$ cat src/rtl/naval_pkg.sv
// Shared types and constants for the battleship referee.
package naval_pkg;

    localparam int unsigned NAV_COORD_W = 3;
    localparam int unsigned NAV_CELLS   = 2 ** NAV_COORD_W;

    typedef enum logic [1:0] {
        IDLE    = 2'b00,
        P1_TURN = 2'b01,
        P2_TURN = 2'b10,
        DONE    = 2'b11
    } state_e;

    localparam logic [1:0] W_NONE = 2'b00;
    localparam logic [1:0] W_P1   = 2'b01;
    localparam logic [1:0] W_P2   = 2'b10;
    localparam logic [1:0] W_DRAW = 2'b11;

endpackage

$ cat src/rtl/fleet_board.sv
// One defended board: constant fleet mask plus the mask of ship cells already hit.
module fleet_board
    import naval_pkg::*;
#(
    parameter int unsigned         COORD_W = NAV_COORD_W,
    parameter logic [2**COORD_W-1:0] FLEET = '1
) (
    input  logic               clk,
    input  logic               rst,
    input  logic               clear,
    input  logic               fire,
    input  logic [COORD_W-1:0] coord,
    output logic               hit,
    output logic               all_sunk
);

    localparam int unsigned CELLS = 2 ** COORD_W;

    if (FLEET == '0) begin : g_bad_fleet
        $error("fleet_board: FLEET mask must not be zero");
    end

    logic [CELLS-1:0] r_hit_mask;
    logic [CELLS-1:0] w_onehot;
    logic [CELLS-1:0] w_mask_nxt;

    always_comb begin
        w_onehot        = '0;
        w_onehot[coord] = 1'b1;
        hit             = fire & FLEET[coord] & ~r_hit_mask[coord];
        // Only ship cells enter the mask so it can be compared against FLEET directly.
        w_mask_nxt      = fire ? (r_hit_mask | (w_onehot & FLEET)) : r_hit_mask;
        all_sunk        = (w_mask_nxt == FLEET);
    end

    always_ff @(posedge clk or posedge rst) begin
        if (rst) begin
            r_hit_mask <= '0;
        end else if (clear) begin
            r_hit_mask <= '0;
        end else begin
            r_hit_mask <= w_mask_nxt;
        end
    end

endmodule

$ cat src/rtl/naval_referee.sv
// Turn-based battleship referee: alternates shots, scores new hits, declares winner or draw.
module naval_referee
    import naval_pkg::*;
#(
    parameter int unsigned           COORD_W    = NAV_COORD_W,
    parameter logic [2**COORD_W-1:0] FLEET1     = 8'h06,
    parameter logic [2**COORD_W-1:0] FLEET2     = 8'h30,
    parameter int unsigned           TURN_LIMIT = 16
) (
    input  logic               clk,
    input  logic               rst,
    input  logic               start,
    input  logic [COORD_W-1:0] p1_shot,
    input  logic               p1_valid,
    output logic               p1_ready,
    input  logic [COORD_W-1:0] p2_shot,
    input  logic               p2_valid,
    output logic               p2_ready,
    output logic               result_valid,
    output logic               result_hit,
    output logic               result_player,
    output logic [3:0]         score1,
    output logic [3:0]         score2,
    output logic               game_over,
    output logic [1:0]         winner
);

    if (TURN_LIMIT < 2 || TURN_LIMIT > 255) begin : g_bad_limit
        $error("naval_referee: TURN_LIMIT must be in 2..255");
    end

    state_e     r_state, w_state_nxt;
    logic [7:0] r_shots, w_shots_nxt;
    logic [3:0] r_score1, w_score1_nxt;
    logic [3:0] r_score2, w_score2_nxt;
    logic       r_res_valid, w_res_valid_nxt;
    logic       r_res_hit, w_res_hit_nxt;
    logic       r_res_player, w_res_player_nxt;
    logic       r_game_over, w_game_over_nxt;
    logic [1:0] r_winner, w_winner_nxt;

    logic w_p1_acc, w_p2_acc;
    logic w_p1_hit, w_p2_hit;
    logic w_b1_sunk, w_b2_sunk;
    logic w_limit;

    assign p1_ready = (r_state == P1_TURN);
    assign p2_ready = (r_state == P2_TURN);

    // start outranks any shot presented in the same cycle.
    assign w_p1_acc = p1_valid & p1_ready & ~start;
    assign w_p2_acc = p2_valid & p2_ready & ~start;
    assign w_limit  = ((r_shots + 8'd1) == 8'(TURN_LIMIT));

    // Board 1 holds FLEET1 and is shot at by player 2; board 2 the reverse.
    fleet_board #(
        .COORD_W (COORD_W),
        .FLEET   (FLEET1)
    ) u_board1 (
        .clk      (clk),
        .rst      (rst),
        .clear    (start),
        .fire     (w_p2_acc),
        .coord    (p2_shot),
        .hit      (w_p2_hit),
        .all_sunk (w_b1_sunk)
    );

    fleet_board #(
        .COORD_W (COORD_W),
        .FLEET   (FLEET2)
    ) u_board2 (
        .clk      (clk),
        .rst      (rst),
        .clear    (start),
        .fire     (w_p1_acc),
        .coord    (p1_shot),
        .hit      (w_p1_hit),
        .all_sunk (w_b2_sunk)
    );

    always_comb begin
        w_state_nxt      = r_state;
        w_shots_nxt      = r_shots;
        w_score1_nxt     = r_score1;
        w_score2_nxt     = r_score2;
        w_res_valid_nxt  = 1'b0;
        w_res_hit_nxt    = r_res_hit;
        w_res_player_nxt = r_res_player;
        w_game_over_nxt  = r_game_over;
        w_winner_nxt     = r_winner;

        if (start) begin
            w_state_nxt      = P1_TURN;
            w_shots_nxt      = '0;
            w_score1_nxt     = '0;
            w_score2_nxt     = '0;
            w_res_hit_nxt    = 1'b0;
            w_res_player_nxt = 1'b0;
            w_game_over_nxt  = 1'b0;
            w_winner_nxt     = W_NONE;
        end else if (w_p1_acc || w_p2_acc) begin
            w_shots_nxt      = r_shots + 8'd1;
            w_res_valid_nxt  = 1'b1;
            w_res_hit_nxt    = w_p1_acc ? w_p1_hit : w_p2_hit;
            w_res_player_nxt = w_p2_acc;
            if (w_p1_acc && w_p1_hit) w_score1_nxt = r_score1 + 4'd1;
            if (w_p2_acc && w_p2_hit) w_score2_nxt = r_score2 + 4'd1;

            if ((w_p1_acc && w_b2_sunk) || (w_p2_acc && w_b1_sunk)) begin
                w_state_nxt     = DONE;
                w_game_over_nxt = 1'b1;
                w_winner_nxt    = w_p1_acc ? W_P1 : W_P2;
            end else if (w_limit) begin
                w_state_nxt     = DONE;
                w_game_over_nxt = 1'b1;
                w_winner_nxt    = W_DRAW;
            end else begin
                w_state_nxt = w_p1_acc ? P2_TURN : P1_TURN;
            end
        end
    end

    always_ff @(posedge clk or posedge rst) begin
        if (rst) begin
            r_state      <= IDLE;
            r_shots      <= '0;
            r_score1     <= '0;
            r_score2     <= '0;
            r_res_valid  <= 1'b0;
            r_res_hit    <= 1'b0;
            r_res_player <= 1'b0;
            r_game_over  <= 1'b0;
            r_winner     <= W_NONE;
        end else begin
            r_state      <= w_state_nxt;
            r_shots      <= w_shots_nxt;
            r_score1     <= w_score1_nxt;
            r_score2     <= w_score2_nxt;
            r_res_valid  <= w_res_valid_nxt;
            r_res_hit    <= w_res_hit_nxt;
            r_res_player <= w_res_player_nxt;
            r_game_over  <= w_game_over_nxt;
            r_winner     <= w_winner_nxt;
        end
    end

    assign result_valid  = r_res_valid;
    assign result_hit    = r_res_hit;
    assign result_player = r_res_player;
    assign score1        = r_score1;
    assign score2        = r_score2;
    assign game_over     = r_game_over;
    assign winner        = r_winner;

endmodule

$ cat config.mk
export PLATFORM = sky130hd
export DESIGN_NAME = naval_referee
export DESIGN_NICKNAME = d
export VERILOG_FILES = /design/src/rtl/naval_pkg.sv /design/src/rtl/fleet_board.sv /design/src/rtl/naval_referee.sv
export SDC_FILE = /design/constraint.sdc
export NUM_CORES = 1
export LEC_CHECK = 0
export BUFFER_PORTS_ARGS = -buffer_cell sky130_fd_sc_hd__buf_2
export CORE_UTILIZATION = 36
export DETAILED_ROUTE_END_ITERATION = 16
export PLACE_DENSITY_LB_ADDON = 0.3
export RECOVER_POWER = 100
export SLEW_MARGIN = 15
export SYNTH_ARGS = -nofsm -noshare
export SYNTH_HDL_FRONTEND = slang
export SYNTH_SLANG_ARGS = --single-unit
$ cat constraint.sdc
create_clock -name clk -period 2.45 [get_ports clk]
set_clock_uncertainty 0.15 [all_clocks]
set_input_delay 0.1225 -clock clk [delete_from_list [all_inputs] [get_ports clk]]
set_output_delay 0.1225 -clock clk [all_outputs]
set_load 0.05 [all_outputs]
==> Word level (Yosys, flattened, before mapping) <==
Memories as Yosys holds them, arrays and structs flattened.
Index checks and enable logic that the tools add are counted.
{ "totals": {"ff_bits": 40, "rom_bits": 16, "out_inout_bits": 16, "mem_count": 2} }
{ "mem_list": {"columns": ["memory", "depth", "word_bits", "read_ports", "rd_ports_with_merged_regs", "wr", "line_no", "source"], "rows": [
  ["(no name shown)", 8, 1, 1, 0, 0, "fleet_board.sv:30", "hit = fire & FLEET[coord] & ~r_hit_mask[coord];"],
  ["(no name shown)", 8, 1, 1, 0, 0, "fleet_board.sv:30", null]
]} }
{ "classes": {"add_sub_neg": 3, "order_cmp": 4, "eq_ne": 5, "mux": 43, "bitwise_logic": 13, "reduce_logical": 15} }
{ "ops": {"columns": ["operator", "n"], "rows": [
  ["8-bit 2-to-1 mux", 6],
  ["4-bit 2-to-1 mux", 6],
  ["2-bit 2-to-1 mux", 10],
  ["1-bit 2-to-1 mux", 17],
  ["4-bit by 1-bit adder with 4-bit output, second input constant", 2],
  ["8-bit by 1-bit adder with 8-bit output, second input constant", 1],
  ["1-bit bitwise AND", 8],
  ["8-bit by 3-bit == test with 1-bit output, second input constant", 1],
  ["8-bit by 5-bit == test with 1-bit output, second input constant", 1],
  ["8-bit by 6-bit == test with 1-bit output, second input constant", 1],
  ["3-bit by 4-bit less-than comparator with 1-bit output, second input constant", 2],
  ["8-bit by 3-bit OR with 8-bit output", 1],
  ["8-bit by 6-bit OR with 8-bit output", 1],
  ["1-bit binary-select mux with 3-bit select", 2],
  ["1-bit demux with 3-bit select", 2],
  ["3-bit by 1-bit >= comparator with 1-bit output, second input constant", 2],
  ["1-bit logical AND", 6],
  ["2-bit AND reduction", 3],
  ["2-bit nonzero test", 3],
  ["1-bit NOT", 3],
  ["3-bit nonzero test", 1],
  ["2-bit by 1-bit == test with 1-bit output, second input constant", 1],
  ["2-bit == test, second input constant", 1],
  ["1-bit logical OR", 2]
]} }

==> Longest topological paths before layout <==
{ "depth": {"word_depth": 12, "mapped_depth": 5, "mapped_depth_nobuf": 5} }

==> Modules after synthesis <==
From an unflattened synthesis, not the netlist that was laid out.
{ "unflattened": {"hier_cells": 160, "hier_area_um2": 1500.2} }
{ "by_module_without_submodules": {"columns": ["module", "n_inst", "cells_per_inst", "area_each_um2"], "rows": [
  ["naval_referee", 1, 129, 1198.6],
  ["fleet_board (u_board1)", 1, 17, 165.2],
  ["fleet_board (u_board2)", 1, 14, 136.4]
]} }

==> Worst setup path after synthesis <==
Ideal clock, no wire load.
{ "synth_path": {"path_type": "flip-flop to flip-flop", "from": "register r_shots[0]", "to": "register r_winner[1], in the netlist winner[1]", "setup_time_ps": 111, "t_arrival_ps": 1735, "path_slack_ps": 454, "path_stages_with_launch": 6, "path_buffers": 0, "period_less_slack_ps": 1996, "cell_sequence": "dfrtp_1 > ha_1 > inv_1 > or4_1 > a221o_1 > a2111oi_2"} }
{ "synth_via": {"elab_chain_cells": 4} }
{ "synth_rtl": {"columns": ["item", "line_no", "source"], "rows": [
  ["start: declaration", "naval_referee.sv:33", "logic [7:0] r_shots, w_shots_nxt;"],
  ["start signal: assignment", "naval_referee.sv:137", "r_shots <= w_shots_nxt;"],
  ["8-bit by 1-bit adder with 8-bit output", "naval_referee.sv:53", "assign w_limit = ((r_shots + 8'd1) == 8'(TURN_LIMIT));"],
  ["8-bit by 5-bit == test with 1-bit output", "naval_referee.sv:53", null],
  ["3-bit nonzero test (no source line)", null, null],
  ["2-bit AND reduction (no source line)", null, null],
  ["end signal: assignment", "naval_referee.sv:144", "r_winner <= w_winner_nxt;"],
  ["end: declaration", "naval_referee.sv:40", "logic [1:0] r_winner, w_winner_nxt;"]
]} }
Every way passes these cells.
A chain may end at the register's enable or synchronous reset.

==> Worst setup path in the final report <==
Same ends and word-level chain as after synthesis.

==> impl_results.md <==
* Status: finished, violations left
* Failing checks: capacitance limit, slew limit
* # fillers at 400
* Final setup fails at 0
* Worst Path Max Fanout at 6
* Synth Register Bits at 28
* Initial Utilization at 37.6%
* Slowest CP cell: or4_1
* Max Fclk at 0.463 GHz
* Clock latency on the worst-skew pair at 270 ps
* Hold Path Class: input pin to flip-flop
* CTS H-tree lvls at 1
* Root Buffer: clkbuf_8
* First-pass GRT wire length at 5250 µm
* Num rows at 23
* DP HPWL at 2400 µm
* Initial antenna violation count at 0
* RD Place Congestion at 0.986
* CTS Sinks at 28
* CP endpoint kind: flip-flop
* Die H at 66.6 µm
* Placed Cells at 229
* Worst Path Required at 2470 ps
* Core Area at 0.00400 mm²
* # diodes at 0
* Setup_tns at 0 ps
* Total number of vias at 1,244
* Leakage Power at 0.000717 µW
* GR peak layer: met2
* Cell area after layout at 0.00173 mm²
* Largest net degree at the start of global routing at 29
* Crit-path leading delay family: compound AO/OA/AOI/OAI gates
* Worst slack at placement at 317 ps
* Worst-Margin Slew at 1520 ps
* Routed Antenna Nets at 0
* Met1 usage at 19.8%
* Grt ovf at 0
* Via density at 5.34
* Clk pin slew, worst setup/hold paths at 90 ps
* RSZ-0062 raised after global routing: false
* Drt pass-1 iters at 4
* Num CTS Buffers at 3
* Die area at 0.00444 mm²
* Power Dens Cells at 506 mW/mm²
* DRC at 0
* Max_cap viols at 1
* Synth unique cells at 38
* CTS resizes at 0
* Max transition margin at -1.08%
* Final slew viol count at 29
* Arrival time worst endpoint at 2180 ps
* I/O pins at 27
* Final worst-path cycle share at 88.2%
* Top post-synthesis cells by area: dfrtp_1 (47%), nor2_1 (6.2%), xnor2_1 (5.2%), a211oi_1 (4.0%), a21oi_1 (2.7%)
* CP cell instances: ha_1, inv_1, or4_1, a221o_1, a2111oi_2
* DR iter-0 viols at 34
* Cell taking the most area after synthesis: dfrtp_1
* Most frequent cells in the layout: dfrtp_1 (28), nor2_1 (25), clkbuf_1 (18), buf_2 (10)
* Layout Nets at 199
* Total of warnings raised by yosys at 0
* Port Buffers at 26
* Vias in the first global route at 1,182
* Mean post-synth cell area at 9.83 µm²
* Placed Area at 0.00171 mm²
* Worst setup margin at 289 ps
* Post-synthesis cell area at 0.00150 mm²
* Maximum VDD drop at 0.234 mV
* Critical Path Start Type: flip-flop
* Met2 Use GR at 25.5%
* CTS tree: done
* Gr usage total at 15.5%
* Max stage delay on crit path at 530 ps
* Routing usage on met3 at 2.74%
* WS Path Type: flip-flop to flip-flop
* WL per Instance at 13.8 µm
* Post-layout min period at 2160 ps
* Net count after synthesis at 167
* Post-synth top area share at 46.6%
* WP buf/inv at 1
* Layout cells sized above 1 at 12.0%
* Area grow syn2layout at 14.9%
* Fin. Hold Viols at 0
* Die Wd at 66.6 µm
* Synthesized instance count at 153
* Sequential fraction of the synthesis area at 46.6%
* Drt total wl at 3210 µm
* Commonest non-fill, non-tap cell in the layout: dfrtp_1
* Non-filler instance count after layout at 233
* CTS Buffer Depth at 2
==> sequential cells by signal (all words and copies together), names as in the netlist <==
name / cells
r_shots: 8
score1: 4
score2: 4
r_state: 2
u_board1.r_hit_mask: 2
u_board2.r_hit_mask: 2
winner: 2
game_over: 1
result_hit: 1
result_player: 1
result_valid: 1
==> cells in the mapped netlist <==
library cell and number:
a221o_1 1, or2_2 1, nand2_1 7, a21oi_1 8, or3_1 1, or3b_2 2, xor2_1 2, a2111oi_2 1
nor3_1 2, a21bo_2 1, clkbuf_1 3, or4_1 2, a211oi_2 1, o311ai_0 1, a211oi_1 8, buf_2 1
nor4b_1 1, nand4_1 1, inv_1 9, nand3b_1 4, a2111oi_1 1, a31oi_1 4, or4bb_1 1, o21ai_0 3
dfrtp_1 28, nor2_1 25, nand4_2 1, and3b_2 1, nand4bb_1 3, ha_1 3, nand2b_1 1, a2111oi_0 1
nand3_1 6, and4bb_2 1, mux2i_1 4, nor2b_1 3, xnor2_1 9, nand4b_1 1
==> cell type report <==
type                       instances  area [µm²]  area share (%)
timing repair buffer              31         143            8.25
sequential                        28         701            40.6
multi-input combinational        112         747            43.2
tap                               50        62.6            3.62
inverter                           9        33.8            1.96
clock buffer                       3        41.3            2.39
==> through the flow <==
stage                     hold slack, ps  utilization, %  total power (µW)
final                               9.52            43.2               874
after global routing                35.3            43.2               920
after CTS                           6.14            44.0               891
after detailed placement            69.7            42.8               642
after global placement              48.5            42.8               638
after floorplan                     37.9               -               596
==> worst min-delay path: stages <==
cell and delay (ps):
buf_2 120, a31oi_1 80, nor2_1 70
==> cells by family after synthesis <==
family / share of synthesized area [%]
AND/OR/NAND/NOR: 24.2
adder cells (fa/ha/maj): 2.50
buffers and inverters: 3.33
flip-flops: 46.6
AO/OA/AOI/OAI: 14.3
XOR/XNOR: 6.41
multiplexers: 2.66
==> what timing repair did <==
item,4_1_cts,5_1_grt
endpoints found under the hold margin,28,0
buffers inserted,0,0
hold buffers,1,0
==> worst paths after layout <==
check	start	end	slack [ps]	cells after the start
setup reg to reg	r_shots[0]$_DFFE_PP0P_	winner[1]$_DFFE_PP0P_	290	5
min in group asynchronous	rst	r_shots[4]$_DFFE_PP0P_	760	4
hold reg to reg	u_board1.r_hit_mask[2]$_DFF_PP0_	u_board1.r_hit_mask[2]$_DFF_PP0_	400	2
setup / recovery	r_shots[0]$_DFFE_PP0P_	winner[1]$_DFFE_PP0P_	290	5
hold / removal	p2_shot[1]	u_board1.r_hit_mask[2]$_DFF_PP0_	10	3
max in group asynchronous	rst	winner[1]$_DFFE_PP0P_	500	4
==> metal layers <==
layer	routed length (µm)	share of wire [%]
met3	137	4.3
met5	0	0
met4	85	2.6
met1	1440	45
met2	1540	48
==> where the power goes <==
part	switching, µW	internal [µW]
clock	137	110
sequential	19.0	475
combinational	91.0	41.8
No activity file was read; power rests on OpenSTA's default activity.
